$ cat config.mk
export PLATFORM = sky130hd
export DESIGN_NAME = if_id_skid_reg
export DESIGN_NICKNAME = d
export VERILOG_FILES = /design/src/rtl/if_id_skid_reg_pkg.sv /design/src/rtl/if_id_skid_reg_skid_buf.sv /design/src/rtl/if_id_skid_reg.sv
export SDC_FILE = /design/constraint.sdc
export NUM_CORES = 1
export LEC_CHECK = 0
export ABC_CLOCK_PERIOD_IN_PS = 1850
export CORE_MARGIN = 4
export CORE_UTILIZATION = 35
export CTS_CLUSTER_SIZE = 20
export DETAILED_ROUTE_END_ITERATION = 8
export HOLD_SLACK_MARGIN = 0.12
export PLACE_DENSITY = 0.6
export SKIP_CTS_REPAIR_TIMING = 1
export SYNTH_ARGS = -nofsm -noshare
export SYNTH_HDL_FRONTEND = slang
export SYNTH_SLANG_ARGS = --single-unit
export TNS_END_PERCENT = 20
$ cat constraint.sdc
create_clock -name clk -period 1.85 [get_ports clk]
set_input_delay 0.37 -clock clk [delete_from_list [all_inputs] [get_ports clk]]
set_output_delay 0.37 -clock clk [all_outputs]
set_load 0.03 [all_outputs]
$ cat src/rtl/if_id_skid_reg_pkg.sv
// Shared definitions for the IF->ID skid pipeline register.
//   skid_state_e      : occupancy of the two-entry buffer (EMPTY/ONE/FULL)
//   NOP_INST_DEFAULT  : instruction shown to decode when nothing valid is held
//   EXTRA_PRED/FAULT  : bit positions inside the fetch sideband field
package if_id_skid_reg_pkg;

    typedef enum logic [1:0] {
        ST_EMPTY = 2'd0,
        ST_ONE   = 2'd1,
        ST_FULL  = 2'd2
    } skid_state_e;

    localparam logic [31:0] NOP_INST_DEFAULT = 32'h0000_0000;

    localparam int EXTRA_PRED  = 0;
    localparam int EXTRA_FAULT = 1;

endpackage

$ cat src/rtl/if_id_skid_reg_skid_buf.sv
// pipe_skid_buf: generic two-entry skid buffer.
//   clk, rst         : clock, synchronous active-high reset
//   flush            : drop every held entry, go EMPTY
//   in_valid/in_ready/in_data    : upstream handshake
//   out_valid/out_ready/out_data : downstream handshake (out_data is the main register)
//   empty_data       : value loaded into the main register whenever it empties
//   state            : current occupancy, exposed for observation
//
// Handshake: a transfer happens on a rising edge where valid & ready are both
// high. in_ready and out_valid are decoded from the state register alone, so
// neither depends combinationally on in_valid or out_ready.
module pipe_skid_buf
    import if_id_skid_reg_pkg::*;
#(
    parameter int                 DATA_W   = 8,
    parameter logic [DATA_W-1:0]  RST_DATA = '0
) (
    input  logic              clk,
    input  logic              rst,
    input  logic              flush,
    input  logic              in_valid,
    output logic              in_ready,
    input  logic [DATA_W-1:0] in_data,
    output logic              out_valid,
    input  logic              out_ready,
    output logic [DATA_W-1:0] out_data,
    input  logic [DATA_W-1:0] empty_data,
    output skid_state_e       state
);

    logic [DATA_W-1:0] main_q;
    logic [DATA_W-1:0] skid_q;
    logic              in_fire;
    logic              out_fire;

    assign in_ready  = (state != ST_FULL);
    assign out_valid = (state != ST_EMPTY);
    assign out_data  = main_q;
    assign in_fire   = in_valid & in_ready;
    assign out_fire  = out_valid & out_ready;

    always_ff @(posedge clk) begin
        if (rst) begin
            state  <= ST_EMPTY;
            main_q <= RST_DATA;
            skid_q <= '0;
        end else if (flush) begin
            // A concurrent out_fire is simply consumed; a concurrent in_fire is lost.
            state  <= ST_EMPTY;
            main_q <= empty_data;
            skid_q <= '0;
        end else begin
            case (state)
                ST_EMPTY: begin
                    if (in_fire) begin
                        state  <= ST_ONE;
                        main_q <= in_data;
                    end
                end
                ST_ONE: begin
                    if (in_fire && out_fire) begin
                        main_q <= in_data;
                    end else if (in_fire) begin
                        // Decode stalled: park the younger entry in the skid slot.
                        state  <= ST_FULL;
                        skid_q <= in_data;
                    end else if (out_fire) begin
                        state  <= ST_EMPTY;
                        main_q <= empty_data;
                    end
                end
                ST_FULL: begin
                    if (out_fire) begin
                        state  <= ST_ONE;
                        main_q <= skid_q;
                    end
                end
                default: begin
                    state  <= ST_EMPTY;
                    main_q <= empty_data;
                    skid_q <= '0;
                end
            endcase
        end
    end

endmodule

$ cat src/rtl/if_id_skid_reg.sv
// if_id_skid_reg: IF->ID pipeline register built on a two-entry skid buffer.
//   clk, rst                          : clock, synchronous active-high reset
//   flush                             : discard all held entries
//   if_valid/if_ready/if_pc/if_inst/if_extra : fetch-side handshake and payload
//   id_valid/id_ready/id_pc/id_inst/id_extra : decode-side handshake and payload
//   stall_cnt                         : saturating count of decode-stall cycles
// All decode-side outputs come straight from registers.
module if_id_skid_reg
    import if_id_skid_reg_pkg::*;
#(
    parameter int                ADDR_W   = 32,
    parameter int                INST_W   = 32,
    parameter int                EXTRA_W  = 2,
    parameter logic [INST_W-1:0] NOP_INST = INST_W'(NOP_INST_DEFAULT),
    parameter int                CNT_W    = 16
) (
    input  logic               clk,
    input  logic               rst,
    input  logic               flush,
    input  logic               if_valid,
    output logic               if_ready,
    input  logic [ADDR_W-1:0]  if_pc,
    input  logic [INST_W-1:0]  if_inst,
    input  logic [EXTRA_W-1:0] if_extra,
    output logic               id_valid,
    input  logic               id_ready,
    output logic [ADDR_W-1:0]  id_pc,
    output logic [INST_W-1:0]  id_inst,
    output logic [EXTRA_W-1:0] id_extra,
    output logic [CNT_W-1:0]   stall_cnt
);

    localparam int DATA_W = ADDR_W + INST_W + EXTRA_W;
    localparam logic [DATA_W-1:0] RST_DATA = {ADDR_W'(0), NOP_INST, EXTRA_W'(0)};

    logic [DATA_W-1:0] buf_out;
    logic [DATA_W-1:0] empty_data;
    skid_state_e       buf_state;
    logic              stall;

    // When the main register empties the PC is kept, the instruction becomes a
    // NOP and the sideband is cleared so decode never sees stale flags.
    assign empty_data = {id_pc, NOP_INST, EXTRA_W'(0)};

    pipe_skid_buf #(
        .DATA_W   (DATA_W),
        .RST_DATA (RST_DATA)
    ) u_buf (
        .clk        (clk),
        .rst        (rst),
        .flush      (flush),
        .in_valid   (if_valid),
        .in_ready   (if_ready),
        .in_data    ({if_pc, if_inst, if_extra}),
        .out_valid  (id_valid),
        .out_ready  (id_ready),
        .out_data   (buf_out),
        .empty_data (empty_data),
        .state      (buf_state)
    );

    assign {id_pc, id_inst, id_extra} = buf_out;

    assign stall = (buf_state != ST_EMPTY) & ~id_ready & ~flush;

    always_ff @(posedge clk) begin
        if (rst) begin
            stall_cnt <= '0;
        end else if (stall && (stall_cnt != {CNT_W{1'b1}})) begin
            stall_cnt <= stall_cnt + CNT_W'(1);
        end
    end

endmodule
==> key figures, run 1 <==
Floorplan
  – Starting Density: 0.361
  – Core Area: 0.0183 sq mm
  – DIE AREA: 0.0211 sq mm
  – Chip height: 145 um
  – DIE WIDTH: 145 um
  – Boundary pin count: 155
  – # rows: 49

Timing
  – Final Slew Violations: 0
  – Skew final: 9.16 ps
  – Fin crit share: 0.973
  – Final min period: 1800 ps
  – RSZ-0062 raised after global routing: false
  – Final setup fails: 0
  – Fmax: 556 MHz
  – Fin Setup TNS: 0 ps
  – Worst slew pin tran: 376 ps
  – Final Hold Viols: 0
  – Worst relative slew slack: 0.749

Final layout
  – Commonest non-fill, non-tap cell in the layout: dfxtp_1
  – Final Net Count: 959
  – Final Util: 0.516
  – Commonest cells after routing, fill and taps aside: 146 x dfxtp_1, 98 x a22oi_1, 91 x clkdlybuf4s50_1, 85 x nor2_1, 69 x a21oi_1
  – Share of post-route cells with drive strength above 1: 0.126
  – # fillers: 1,737
  – Fin area: 0.00943 sq mm
  – Area delta synth->final: 43.0%

Synthesis
  – Mapped Nets: 816
  – Sequential area share after synthesis: 0.455
  – Syn avg cell area: 8.87 sq um
  – Post-synthesis cell count: 744
  – Mapped cell area: 0.00660 sq mm
  – Number of synthesized flops with an enable pin: 0
  – Most used DFF post-synth: dfxtp_1
  – Post-synth ARST share: 0
  – #FFs+latches synth: 150
  – Post-synth cell types: 52
  – Yosys warning total: 0

Critical path
  – CP max-delay cell: clkdlybuf4s50_1
  – Startpoint types: register
  – CP max FO: 2
  – CP peak stage delay: 670 ps
  – Crit. End Element: output port
  – Worst Path Arrival: 1430 ps
  – Worst path required time: 1480 ps
  – WP buf/inv: 1
  – Worst path cell trace: clkdlybuf4s50_1
  – Crit path kind: reg2out
  – Cell family with most CP delay: buffers and inverters

Clocking
  – Clock latency on the worst-skew pair: 420 ps
  – Clock root cell: clkbuf_16
  – CTS tree: built
  – Max Buffers Root-to-Sink: 2
  – Num Clock Sinks: 150
  – Clk pin slew, worst setup/hold paths: 70 ps
  – Clock buffer count from CTS: 17
  – H-tree depth: 4

Global routing
  – First-pass GRT wire length: 30,600 um
  – Total gr overflow: 0
  – Met2 Resource Use GR: 0.280
  – Met3 Use GR: 0.0527
  – Largest net degree at the start of global routing: 38
  – Met1 usage: 0.227
  – Gr busiest metal: met2
  – Global-route total usage across every layer: 0.174
  – Initial antenna violation count: 1
  – Vias in the first global route: 5,820

Detailed routing
  – Routed Antenna Nets: 0
  – DR pass1 iterations: 5
  – Vias per inst: 5.40
  – Routed WL per cell: 16.6 um
  – Drt drc: 0
  – DR vias: 6,102
  – Initial DRC count: 267
  – Routed wire length: 18,800 um

Place
  – Routability congestion estimate: 0.766
  – Number of port buffers: 154
  – Placed cell area: 0.00866 sq mm
  – Hpwl dp: 12,100 um

Outcome
  – Run status: finished clean

Pwr
  – Power density cells: 856 mW/mm^2
  – Pleak: 4.27 nW
  – Peak supply drop: 0.633 mV

Worst hold path
  – Worst hold path class: in2reg

Job
  – Max_cap viols: 0
## synth_stat cells, types with 2 or more instances
| cell type | number | share of area |
|---|---|---|
| dfxtp_1 | 150 | 0.46 |
| a22oi_1 | 98 | 0.11 |
| nor2_1 | 86 | 0.049 |
| a21oi_1 | 69 | 0.052 |
| nand2_1 | 43 | 0.024 |
| clkbuf_1 | 39 | 0.022 |
| and2_1 | 35 | 0.033 |
| nor3b_1 | 34 | 0.039 |
| o21ai_0 | 34 | 0.026 |
| a311oi_1 | 32 | 0.042 |
| buf_2 | 26 | 0.020 |
| nor2b_1 | 11 | 0.010 |
| nand3_1 | 8 | 0.0061 |
| nor4_1 | 7 | 0.0066 |
| inv_1 | 6 | 0.0034 |
| mux2_4 | 6 | 0.014 |
| buf_6 | 5 | 0.0085 |
| o21ai_1 | 5 | 0.0038 |
| mux2_1 | 4 | 0.0068 |
| nand2b_1 | 4 | 0.0038 |
| a21oi_2 | 3 | 0.0040 |
| nor3_1 | 3 | 0.0023 |
| a211oi_2 | 2 | 0.0038 |
| a31oi_1 | 2 | 0.0019 |
| and3_1 | 2 | 0.0019 |
| nand4_1 | 2 | 0.0019 |
| o31a_1 | 2 | 0.0027 |
| or2_1 | 2 | 0.0019 |
## path summary, 6_finish.rpt
| check | slack [ps] | cells past startpoint | from | end |
|---|---|---|---|---|
| worst min register to register | 450 | 2 | u_buf.out_data[32]$_SDFFE_PP0P_ | u_buf.out_data[32]$_SDFFE_PP0P_ |
| worst min-delay path | 360 | 3 | rst | stall_cnt[9]$_SDFFE_PP0P_ |
| worst max register to register | 170 | 6 | stall_cnt[0]$_SDFFE_PP0P_ | stall_cnt[5]$_SDFFE_PP0P_ |
| worst max-delay path | 50 | 1 | u_buf.out_data[31]$_SDFFE_PP0P_ | id_inst[29] |
## power breakdown
group / switching, mW / internal, mW
Sequential: 0.0458 / 3.32
Clock: 1.55 / 2.09
Combinational: 0.577 / 0.487
Total: 2.18 / 5.90
## cell families (layout without fill, tap and decap cells)
logic type / Yosys count / count (layout) / share of synthesized area
AO/OA/AOI/OAI: 254 / 254 / 0.263
AND/OR/NAND/NOR: 249 / 249 / 0.201
flip-flops: 150 / 150 / 0.455
buffers and inverters: 79 / 235 / 0.0561
multiplexers: 11 / 11 / 0.0220
adder cells (fa/ha/maj): 1 / 1 / 0.00190
other: 0 / 1 / 0
## metrics by stage
step                      power, mW  cells  setup WS [ps]  hold WS [ps]
after floorplan                3.99    744           97.7           468
after global placement         4.51   1097           -220           443
after detailed placement       4.51   1097           -215           448
after CTS                      8.18   1129           -194           346
after global routing           8.38   1130          0.157           377
final                          8.07   1130           49.8           363
## routing by layer
layer / wire length, um / vias to the layer above
met2: 8880 / 161
met4: 257 / 0
li1: - / 2999
met5: 0 / -
met1: 8630 / 2929
met3: 1050 / 13
## tightest hold or removal path, stage by stage
cell    delay [ps]
buf_2          160
nor2_1          90
mux2_1         120
## layout make-up
| cell class | count | area (sq um) | share of cell area |
|---|---|---|---|
| Clock inverter | 14 | 173 | 0.0183 |
| Antenna cell | 1 | 2.50 | 0.000265 |
| Multi-Input combinational cell | 515 | 3260 | 0.346 |
| Inverter | 7 | 26.3 | 0.00279 |
| Clock buffer | 18 | 439 | 0.0466 |
| Tap cell | 229 | 287 | 0.0304 |
| Timing Repair Buffer | 196 | 2230 | 0.237 |
| Sequential cell | 150 | 3010 | 0.319 |
## sequential cells by signal (all words and copies together) (netlist names)
register and count:
u_buf.out_data 66, stall_cnt 16, u_buf.state 2, u_buf.skid_q 66
Power figures use the tool's default switching activity.
==> inputs of run 2 (changes only) <==
--- a/config.mk
+++ b/config.mk
@@ -8,6 +8,7 @@
 export ABC_CLOCK_PERIOD_IN_PS = 1850
 export CORE_MARGIN = 4
 export CORE_UTILIZATION = 35
+export CTS_BUF_LIST = sky130_fd_sc_hd__clkbuf_2 sky130_fd_sc_hd__clkbuf_4 sky130_fd_sc_hd__clkbuf_8
 export CTS_CLUSTER_SIZE = 20
 export DETAILED_ROUTE_END_ITERATION = 8
 export HOLD_SLACK_MARGIN = 0.12
==> run 2 against run 1 <==
Sequential power about the same. Via count decreased by 0.38%. Critical endpoint is now id_valid. Hold slack got worse by 38 ps. Non-clock buffer count increased by 5. Sequential cell count unchanged. Clock-buffer cell count unchanged.
==> key figures, run 2 (same netlist as run 1, synthesis figures left out) <==
Timing
  – Final Slew Violations: 0 (unchanged)
  – Final Hold Viols: 0 (unchanged)
  – Final setup fails: 0 (unchanged)
  – Worst slew pin tran: 382 ps (+6.09 ps)
  – Fmax: 562 MHz (+1.2%)
  – Skew final: 13.5 ps (+4.34 ps)
  – Worst relative slew slack: 0.745 (-0.00407)
  – RSZ-0062 raised after global routing: false
  – Fin crit share: 0.961 (-0.0118)
  – Fin Setup TNS: 0 ps (unchanged)
  – Final min period: 1780 ps (-21.8 ps)

Detailed routing
  – Vias per inst: 5.36 (-0.82%)
  – Routed WL per cell: 16.7 um (about the same)
  – DR vias: 6,079 (-0.38%)
  – DR pass1 iterations: 5 (unchanged)
  – Drt drc: 0 (unchanged)
  – Routed Antenna Nets: 0 (unchanged)
  – Initial DRC count: 303 (+13%)
  – Routed wire length: 18,900 um (+0.49%)

Floorplan
  – Boundary pin count: 155 (unchanged)
  – Starting Density: 0.361 (unchanged)
  – DIE AREA: 0.0211 sq mm (unchanged)
  – DIE WIDTH: 145 um (unchanged)
  – Core Area: 0.0183 sq mm (unchanged)
  – Chip height: 145 um (unchanged)
  – # rows: 49 (unchanged)

Place
  – Post-placement cell count: 1,097 (unchanged)
  – Placed cell area: 0.00866 sq mm (unchanged)
  – Routability congestion estimate: 0.766 (unchanged)
  – Hpwl dp: 12,100 um (unchanged)
  – Number of port buffers: 154 (unchanged)

Clocking
  – Clock root cell: clkbuf_8
  – CTS tree: built
  – Clock latency on the worst-skew pair: 460 ps (+40 ps)
  – Num Clock Sinks: 150 (unchanged)
  – H-tree depth: 4 (unchanged)
  – Clk pin slew, worst setup/hold paths: 90 ps (+20 ps)
  – Clock buffer count from CTS: 17 (unchanged)
  – Max Buffers Root-to-Sink: 2 (unchanged)

Global routing
  – Initial antenna violation count: 1 (unchanged)
  – Largest net degree at the start of global routing: 38 (unchanged)
  – Total gr overflow: 0 (unchanged)
  – Global-route total usage across every layer: 0.173 (-0.000712)
  – Vias in the first global route: 5,791 (-0.50%)
  – First-pass GRT wire length: 30,400 um (-0.57%)

Final layout
  – Commonest non-fill, non-tap cell in the layout: dfxtp_1
  – Share of post-route cells with drive strength above 1: 0.130 (+0.00483)
  – Final Net Count: 964 (+0.52%)
  – Area delta synth->final: 41.6%
  – Final Util: 0.511 (-0.00514)
  – # fillers: 1,757 (+1.2%)
  – Fin area: 0.00934 sq mm (-0.99%)
  – Commonest cells after routing, fill and taps aside: 146 x dfxtp_1, 98 x a22oi_1, 85 x nor2_1, 82 x dlymetal6s2s_1
  – Fin cells: 1,135 (+0.44%)

Outcome
  – Run status: finished clean

Pwr
  – Switch share: 0.287 (+0.0177)
  – Power density cells: 766 mW/mm^2 (-10%)
  – Peak supply drop: 0.484 mV (-23%)
  – Comb pwr share: 0.149 (+0.017)
  – Clock power share: 0.382 (-0.070)
  – Flop pwr share: 0.469 (+0.052)
  – Pleak: 4.58 nW (+7.3%)
  – P_sw: 2.06 mW (-5.5%)
  – Internal power: 5.10 mW (-14%)

Critical path
  – Reg2reg start: stall_cnt[0]$_SDFFE_PP0P_
  – R2r endpoint: stall_cnt[5]$_SDFFE_PP0P_
  – Crit. End Element: output port
  – CP endpoint: id_valid
  – Startpoint types: register
  – Worst path required time: 1480 ps (about the same)
  – R2R cell count: 6 (unchanged)
  – CP max FO: 5 (+3)
  – Worst setup startpoint: u_buf.state[0]$_SDFFE_PP0P_
  – Worst Path Arrival: 1410 ps (-20 ps)
  – Flop-to-flop setup slack: 160 ps (about the same)
  – Crit path kind: reg2out

Worst hold path
  – Worst hold path class: in2reg
  – Min-Delay Startpoint: rst

Job
  – Max_cap viols: 0 (unchanged)
-- run 2: cell types whose count changed in the layout (fill, tap and decap cells not counted), sizes merged --
cell | previous run | this run
dlymetal6s2s | 60 | 82
buf | 45 | 50
clkdlybuf4s50 | 91 | 69
-- run 2: layer usage --
layer	track usage	wire length (um)
met5	0	0
met4	0.0465	266
met3	0.0536	1140
met1	0.227	8600
met2	0.278	8900
-- run 2: stage by stage --
stage	total power, mW	hold WS (ps)	setup slack, ps
2_1_floorplan	3.99	468	97.7
3_3_place_gp	4.51	443	-220
3_5_place_dp	4.51	448	-215
4_1_cts	7.26	294	-250
5_1_grt	7.47	322	2.78
6_report	7.16	325	71.7
-- run 2: power by group through the flow --
| stage | sequential, mW | clock [mW] | combinational, mW |
|---|---|---|---|
| 2_1_floorplan | 3.59 | 0 | 0.402 |
| 3_3_place_gp | 3.44 | 0 | 1.07 |
| 3_5_place_dp | 3.44 | 0 | 1.08 |
| 4_1_cts | 3.36 | 2.81 | 1.08 |
| 5_1_grt | 3.37 | 2.95 | 1.15 |
| 6_report | 3.36 | 2.73 | 1.06 |
-- run 2: final cells by class --
| cell class | count | area [sq um] | share of cell area |
|---|---|---|---|
| Clock inverter | 14 | 173 | 0.0185 |
| Inverter | 7 | 26.3 | 0.00281 |
| Clock buffer | 18 | 248 | 0.0265 |
| Timing Repair Buffer | 201 | 2330 | 0.249 |
| Antenna cell | 1 | 2.50 | 0.000268 |
| Sequential cell | 150 | 3010 | 0.323 |
| Tap cell | 229 | 287 | 0.0307 |
| Multi-Input combinational cell | 515 | 3260 | 0.349 |
-- run 2: critical path, cell delays in order (launching register included) --
cell and delay (ps):
dfxtp_4 360, or2_4 280, buf_4 150, buf_4 160
-- run 2: worst min path at each step --
stage                                                 end  cells past startpoint
final                           stall_cnt[9]$_SDFFE_PP0P_                      3
after global routing           stall_cnt[11]$_SDFFE_PP0P_                      3
after CTS                       stall_cnt[9]$_SDFFE_PP0P_                      3
after detailed placement  u_buf.out_data[10]$_SDFFE_PP0P_                      2
after global placement    u_buf.out_data[18]$_SDFFE_PP0P_                      2
after floorplan              u_buf.skid_q[0]$_SDFFE_PP0P_                      2
==> inputs of run 3 (changes only) <==
--- a/config.mk
+++ b/config.mk
@@ -5,14 +5,14 @@
 export SDC_FILE = /design/constraint.sdc
 export NUM_CORES = 1
 export LEC_CHECK = 0
-export ABC_CLOCK_PERIOD_IN_PS = 1850
+export ABC_CLOCK_PERIOD_IN_PS = 1800
 export CORE_MARGIN = 4
 export CORE_UTILIZATION = 35
 export CTS_BUF_LIST = sky130_fd_sc_hd__clkbuf_2 sky130_fd_sc_hd__clkbuf_4 sky130_fd_sc_hd__clkbuf_8
 export CTS_CLUSTER_SIZE = 20
 export DETAILED_ROUTE_END_ITERATION = 8
+export GPL_TIMING_DRIVEN = 0
 export HOLD_SLACK_MARGIN = 0.12
-export PLACE_DENSITY = 0.6
 export SKIP_CTS_REPAIR_TIMING = 1
 export SYNTH_ARGS = -nofsm -noshare
 export SYNTH_HDL_FRONTEND = slang
==> constraint.sdc (replaced) <==
create_clock -name clk -period 1.8 [get_ports clk]
set_input_delay 0.36 -clock clk [delete_from_list [all_inputs] [get_ports clk]]
set_output_delay 0.36 -clock clk [all_outputs]
set_load 0.03 [all_outputs]
==> run 3 against run 2 <==
The run now ends with setup timing left. Setup slack worse by 170 ps. Cell count up 2.2%. Clock-buffer cell count shrank 1. Critical path depth grew 2. Hold slack better by 75 ps. Die area unchanged. Global-route usage increased by 1.3 points. Power is 2.8% higher. Sequential cell count is the same.
==> key figures, run 3 (same netlist as run 1, synthesis figures left out) <==
Outcome
  – Run status: finished with violations
  – Failing checks: setup timing

Global routing
  – Initial antenna violation count: 0 (-1)
  – First-pass GRT wire length: 32,500 um (+6.9%)
  – Met2 Resource Use GR: 0.290 (+0.0124)
  – Total gr overflow: 0 (unchanged)
  – Met1 usage: 0.260 (+0.0339)
  – Largest net degree at the start of global routing: 17 (-55%)
  – Met3 Use GR: 0.0496 (-0.00405)
  – Gr busiest metal: met2
  – Vias in the first global route: 6,025 (+4.0%)
  – Global-route total usage across every layer: 0.186 (+0.0133)

Worst hold path
  – Worst hold path class: in2reg

Final layout
  – Fin area: 0.00914 sq mm (-2.1%)
  – Final Net Count: 990 (+2.7%)
  – N_diodes: 0 (-1)
  – Commonest non-fill, non-tap cell in the layout: dfxtp_1
  – Area delta synth->final: 38.6%
  – Share of post-route cells with drive strength above 1: 0.120 (-0.0101)
  – Commonest cells after routing, fill and taps aside: 147 x dfxtp_1, 98 x a22oi_1, 85 x nor2_1, 82 x dlymetal6s2s_1

Pwr
  – Power consumption: 7.36 mW (+2.8%)
  – Power density cells: 805 mW/mm^2 (+5.0%)
  – Flop pwr share: 0.470 (about the same)
  – Comb pwr share: 0.145 (-0.004)
  – Peak supply drop: 0.522 mV (+7.7%)
  – Pleak: 4.48 nW (-2.3%)
  – Clock power share: 0.386 (+0.004)
  – P_sw: 2.09 mW (+1.7%)
  – Switch share: 0.284 (-0.00319)
  – Internal power: 5.27 mW (+3.3%)

Floorplan
  – # rows: 49 (unchanged)
  – DIE AREA: 0.0211 sq mm (unchanged)
  – Boundary pin count: 155 (unchanged)
  – Chip height: 145 um (unchanged)
  – DIE WIDTH: 145 um (unchanged)
  – Starting Density: 0.361 (unchanged)
  – Core Area: 0.0183 sq mm (unchanged)

Clocking
  – H-tree depth: 4 (unchanged)
  – Clock buffer count from CTS: 17 (unchanged)
  – Num Clock Sinks: 150 (unchanged)
  – Clock root cell: clkbuf_8
  – CTS tree: built
  – Max Buffers Root-to-Sink: 2 (unchanged)
  – Clock latency on the worst-skew pair: 450 ps (about the same)
  – Clk pin slew, worst setup/hold paths: 80 ps (about the same)

Timing
  – Skew final: 13.4 ps (-0.0965 ps)
  – Fmax: 527 MHz
  – Final Hold Viols: 0 (unchanged)
  – Final min period: 1900 ps
  – Fin crit share: 1.05
  – Final Slew Violations: 0 (unchanged)
  – Setup WS post-layout: -95.9 ps (-168 ps)
  – WHS: 400 ps (+75.4 ps)
  – Worst slew pin tran: 626 ps (+243 ps)
  – Worst relative slew slack: 0.583 (-0.162)
  – Final setup fails: 24 (+24)
  – RSZ-0062 raised after global routing: true
  – Fin Setup TNS: -946 ps (-946 ps)

Critical path
  – Flop-to-flop setup slack: 70 ps (-90 ps)
  – Crit path kind: reg2out
  – Worst path required time: 1440 ps (-40 ps)
  – CP max FO: 10 (+5)
  – Worst Path Arrival: 1540 ps (+130 ps)
  – Crit. End Element: output port
  – Startpoint types: register

Detailed routing
  – Initial DRC count: 320 (+5.6%)
  – Routed WL per cell: 17.4 um (+4.6%)
  – DR vias: 6,200 (+2.0%)
  – Routed wire length: 20,200 um (+6.9%)
  – Drt drc: 0 (unchanged)
  – DR pass1 iterations: 5 (unchanged)
  – Routed Antenna Nets: 0 (unchanged)
  – Vias per inst: 5.34 (-0.21%)

Place
  – Placed cell area: 0.00842 sq mm (-2.8%)
  – Pre-CTS setup slack: -645 ps (-430 ps)
  – Routability congestion estimate: 0.751 (-2.0%)
  – Hpwl dp: 14,100 um (+16%)
  – Number of port buffers: 153 (-0.65%)

Job
  – Max_cap viols: 0 (unchanged)
## run 3: critical path, cell delays in order, from the launching register on
cell and delay [ps]:
dfxtp_1 310, buf_4 160, nor2b_4 140, clkbuf_4 210
inv_1 90, clkbuf_2 190
## run 3: final timing paths
| kind | start | endpoint | cells past startpoint |
|---|---|---|---|
| max | u_buf.state[0]$_SDFFE_PP0P_ | if_ready | 5 |
| max reg2reg | stall_cnt[0]$_SDFFE_PP0P_ | stall_cnt[9]$_SDFFE_PP0P_ | 6 |
| min | id_ready | u_buf.state[1]$_SDFFE_PP0P_ | 4 |
| min reg2reg | u_buf.out_data[8]$_SDFFE_PP0P_ | u_buf.out_data[8]$_SDFFE_PP0P_ | 2 |
## run 3: area by class of cell
class | count | area (sq um)
clock inverters | 15 | 194
multi-input cells | 515 | 3260
flip-flops and latches | 150 | 3010
plain buffers | 71 | 368
fillers | 1744 | 9130
well taps | 229 | 287
repair buffers | 156 | 1760
inverters | 7 | 26.3
clock buffers | 17 | 234
## run 3: power groups by stage
stage | clock network [mW] | registers (mW) | logic [mW]
after global placement | 0 | 3.54 | 1.06
after detailed placement | 0 | 3.54 | 1.06
final | 2.84 | 3.46 | 1.06
after CTS | 2.91 | 3.46 | 1.07
after floorplan | 0 | 3.69 | 0.413
after global routing | 3.03 | 3.47 | 1.15
## run 3: metal layers
| layer | share of wire | vias up | wire length, um |
|---|---|---|---|
| met4 | 0.0084 | 0 | 169 |
| met1 | 0.48 | 2945 | 9730 |
| met2 | 0.45 | 186 | 9150 |
| li1 | - | 3058 | - |
| met5 | 0 | - | 0 |
| met3 | 0.058 | 11 | 1170 |
## run 3: stage by stage
step | util | std cells
floorplan | - | 744
global placement | 0.461 | 1126
detailed placement | 0.461 | 1126
CTS | 0.484 | 1158
global route | 0.500 | 1160
finish | 0.500 | 1160
==> patch (flow settings as in run 2) <==
Put one more register stage on the output `stall_cnt`, with the module's reset. The value now appears one clock later. The other outputs are not delayed to match. Comments in the files are not updated.
--- a/src/rtl/if_id_skid_reg.sv
+++ b/src/rtl/if_id_skid_reg.sv
@@ -33,6 +33,8 @@
     localparam int DATA_W = ADDR_W + INST_W + EXTRA_W;
     localparam logic [DATA_W-1:0] RST_DATA = {ADDR_W'(0), NOP_INST, EXTRA_W'(0)};
 
+    logic [CNT_W-1:0] stall_cnt_s0;
+
     logic [DATA_W-1:0] buf_out;
     logic [DATA_W-1:0] empty_data;
     skid_state_e       buf_state;
@@ -65,9 +67,17 @@
 
     always_ff @(posedge clk) begin
         if (rst) begin
+            stall_cnt_s0 <= '0;
+        end else if (stall && (stall_cnt_s0 != {CNT_W{1'b1}})) begin
+            stall_cnt_s0 <= stall_cnt_s0 + CNT_W'(1);
+        end
+    end
+
+    always_ff @(posedge clk) begin
+        if (rst) begin
             stall_cnt <= '0;
-        end else if (stall && (stall_cnt != {CNT_W{1'b1}})) begin
-            stall_cnt <= stall_cnt + CNT_W'(1);
+        end else begin
+            stall_cnt <= stall_cnt_s0;
         end
     end
 
Formal check against the unedited RTL: not equivalent (Yosys sat finds a counterexample within 4 cycles, from zero or initial values and one cycle with rst high).
==> patch against run 2 <==
- clock skew barely moved
- wire length fell by 11%
- die area fell by 5.8%
- power rose by 0.38%
- combinational power fell by 8%
- final area fell by 6.6%
- sequential cell count rose by 16
- area after synthesis fell by 6.1%
- critical path depth fell by 2
- final cell count fell by 12%
- synthesized cell count fell by 18%
- setup slack got worse by 0.011 ns
- critical path type unchanged
- largest power group unchanged
==> patch: results (changes against run 2) <==
{
  "leakage": {"value": 4.63, "unit": "nW", "change": "+1.1%"},
  "drive_above_1_share": {"value": 11.5, "unit": "%", "change": "-1.6 points"},
  "synth_cell_types": {"value": 42, "change": "-19%"},
  "synth_seq_area_share": {"value": 53.6, "unit": "%", "change": "+8.1 points"},
  "grt_pass1_wl": {"value": 27600, "unit": "um", "change": "-9.4%"},
  "tritoncts.num_buffers": {"value": 17, "change": "unchanged"},
  "synth_top_cells_by_count": "sky130_fd_sc_hd__dfxtp_1, sky130_fd_sc_hd__a22o_1, sky130_fd_sc_hd__nor2_1",
  "async_set_or_reset_flop_fraction_in_the_synthesized_netlist": {"value": 0, "unit": "%", "change": "unchanged"},
  "routed_wire_length": {"value": 16800, "unit": "um", "change": "-11%"},
  "worst-slew-pin-transition": {"value": 0.457, "unit": "ns", "change": "+0.0746 ns"},
  "dp_hpwl": {"value": 11200, "unit": "um", "change": "-7.6%"},
  "antenna_found_initial": {"value": 0, "change": "-1"},
  "core.rowCount": {"value": 48, "change": "-2.0%"},
  "routabilityCongestion": {"value": 0.826, "change": "+7.8%"},
  "reg2reg_depth": {"value": 6, "change": "unchanged"},
  "power.ir.vdd_worst": {"value": 389, "unit": "uV", "change": "-20%"},
  "detail_route.vias_per_cell": {"value": 5.31, "change": "-0.80%"},
  "worst_path_largest_cell_delay": {"value": 0.66, "unit": "ns", "change": "+0.30 ns"},
  "run_status": "finished, final reports clean",
  "power_switching_share": {"value": 27.6, "unit": "%", "change": "-1.1 points"},
  "iteration_0_drc_markers": {"value": 287, "change": "-5.3%"},
  "num-nets-final": {"value": 834, "change": "-13%"},
  "cp_max_fo": {"value": 1, "change": "-4"},
  "critical-path-top-delay-family": "buffers and inverters",
  "diodes": {"value": 0, "change": "-1"},
  "synthTopCellsByArea": "sky130_fd_sc_hd__dfxtp_1, sky130_fd_sc_hd__a22o_1, sky130_fd_sc_hd__a22oi_1",
  "final_clock_skew": {"value": 0.0138, "unit": "ns", "change": "+0.000284 ns"},
  "syn-num-nets": {"value": 679, "change": "-17%"},
  "via_count_of_the_first_global_routing_pass": {"value": 5300, "change": "-8.5%"}
}
==> patch: cell types whose count changed in the layout (fill, tap and decap cells not counted), sizes merged, moves of 28 or more <==
cell | run 2 | this run
a211oi | 2 | 32
o21ai | 40 | 9
nand2 | 44 | 16
a22o | 0 | 100
a22oi | 98 | 66
and2 | 35 | 0
a21oi | 72 | 7
a311oi | 32 | 0
nor3b | 34 | 0
==> patch: power by group through the flow <==
stage / logic, mW / clock network [mW] / registers [mW]
2_1_floorplan: 0.371 / 0 / 3.94
3_3_place_gp: 0.973 / 0 / 3.79
3_5_place_dp: 0.987 / 0 / 3.79
4_1_cts: 0.991 / 2.58 / 3.71
5_1_grt: 1.05 / 2.75 / 3.72
6_report: 0.973 / 2.51 / 3.70
==> patch: layer usage <==
metal | global-route usage (%) | share of wire [%] | vias to the layer above
met2 | 27.2 | 46 | 157
met1 | 21.7 | 45 | 2564
met3 | 6.38 | 7.5 | 21
met5 | 0 | 0 | -
li1 | - | - | 2571
met4 | 4.84 | 1.5 | 0
==> patch: logic make-up (layout without fill, tap and decap cells) <==
logic type | Yosys count | after routing | share of synthesized area, %
compound gates | 218 | 218 | 28.2
xor+xnor | 8 | 8 | 1.13
fa+ha+maj | 1 | 1 | 0.202
buf+inv | 60 | 228 | 4.73
flops | 166 | 166 | 53.6
mux | 3 | 3 | 0.545
simple gates | 151 | 151 | 11.5
==> patch: final timing paths <==
check                   from                  to  slack (ns)
min reg2reg  u_buf.skid_q[1]     u_buf.skid_q[1]        0.48
min                      rst  u_buf.out_data[40]        0.39
max reg2reg  stall_cnt_s0[1]     stall_cnt_s0[5]        0.13
max             stall_cnt[6]        stall_cnt[6]        0.06
==> patch: area by class of cell <==
cell class                 instances  area (sq um)
sequential                       166          3320
clock inverter                    15           144
clock buffer                      17           234
multi-input combinational        381          2630
fill                            1598          8570
timing repair buffer             190          2090
inverter                           6          22.5
tap                              225           282
==> patch: metrics by stage <==
| step | total power [mW] | worst slack, ns | std cells | cell area, sq um |
|---|---|---|---|---|
| after detailed placement | 4.78 | -0.336 | 968 | 8130 |
| after global placement | 4.76 | -0.234 | 968 | 8130 |
| after CTS | 7.28 | -0.0857 | 1000 | 8510 |
| after global routing | 7.52 | 0.00275 | 1000 | 8720 |
| after floorplan | 4.31 | 0.201 | 607 | 6190 |
| final | 7.18 | 0.0608 | 1000 | 8720 |
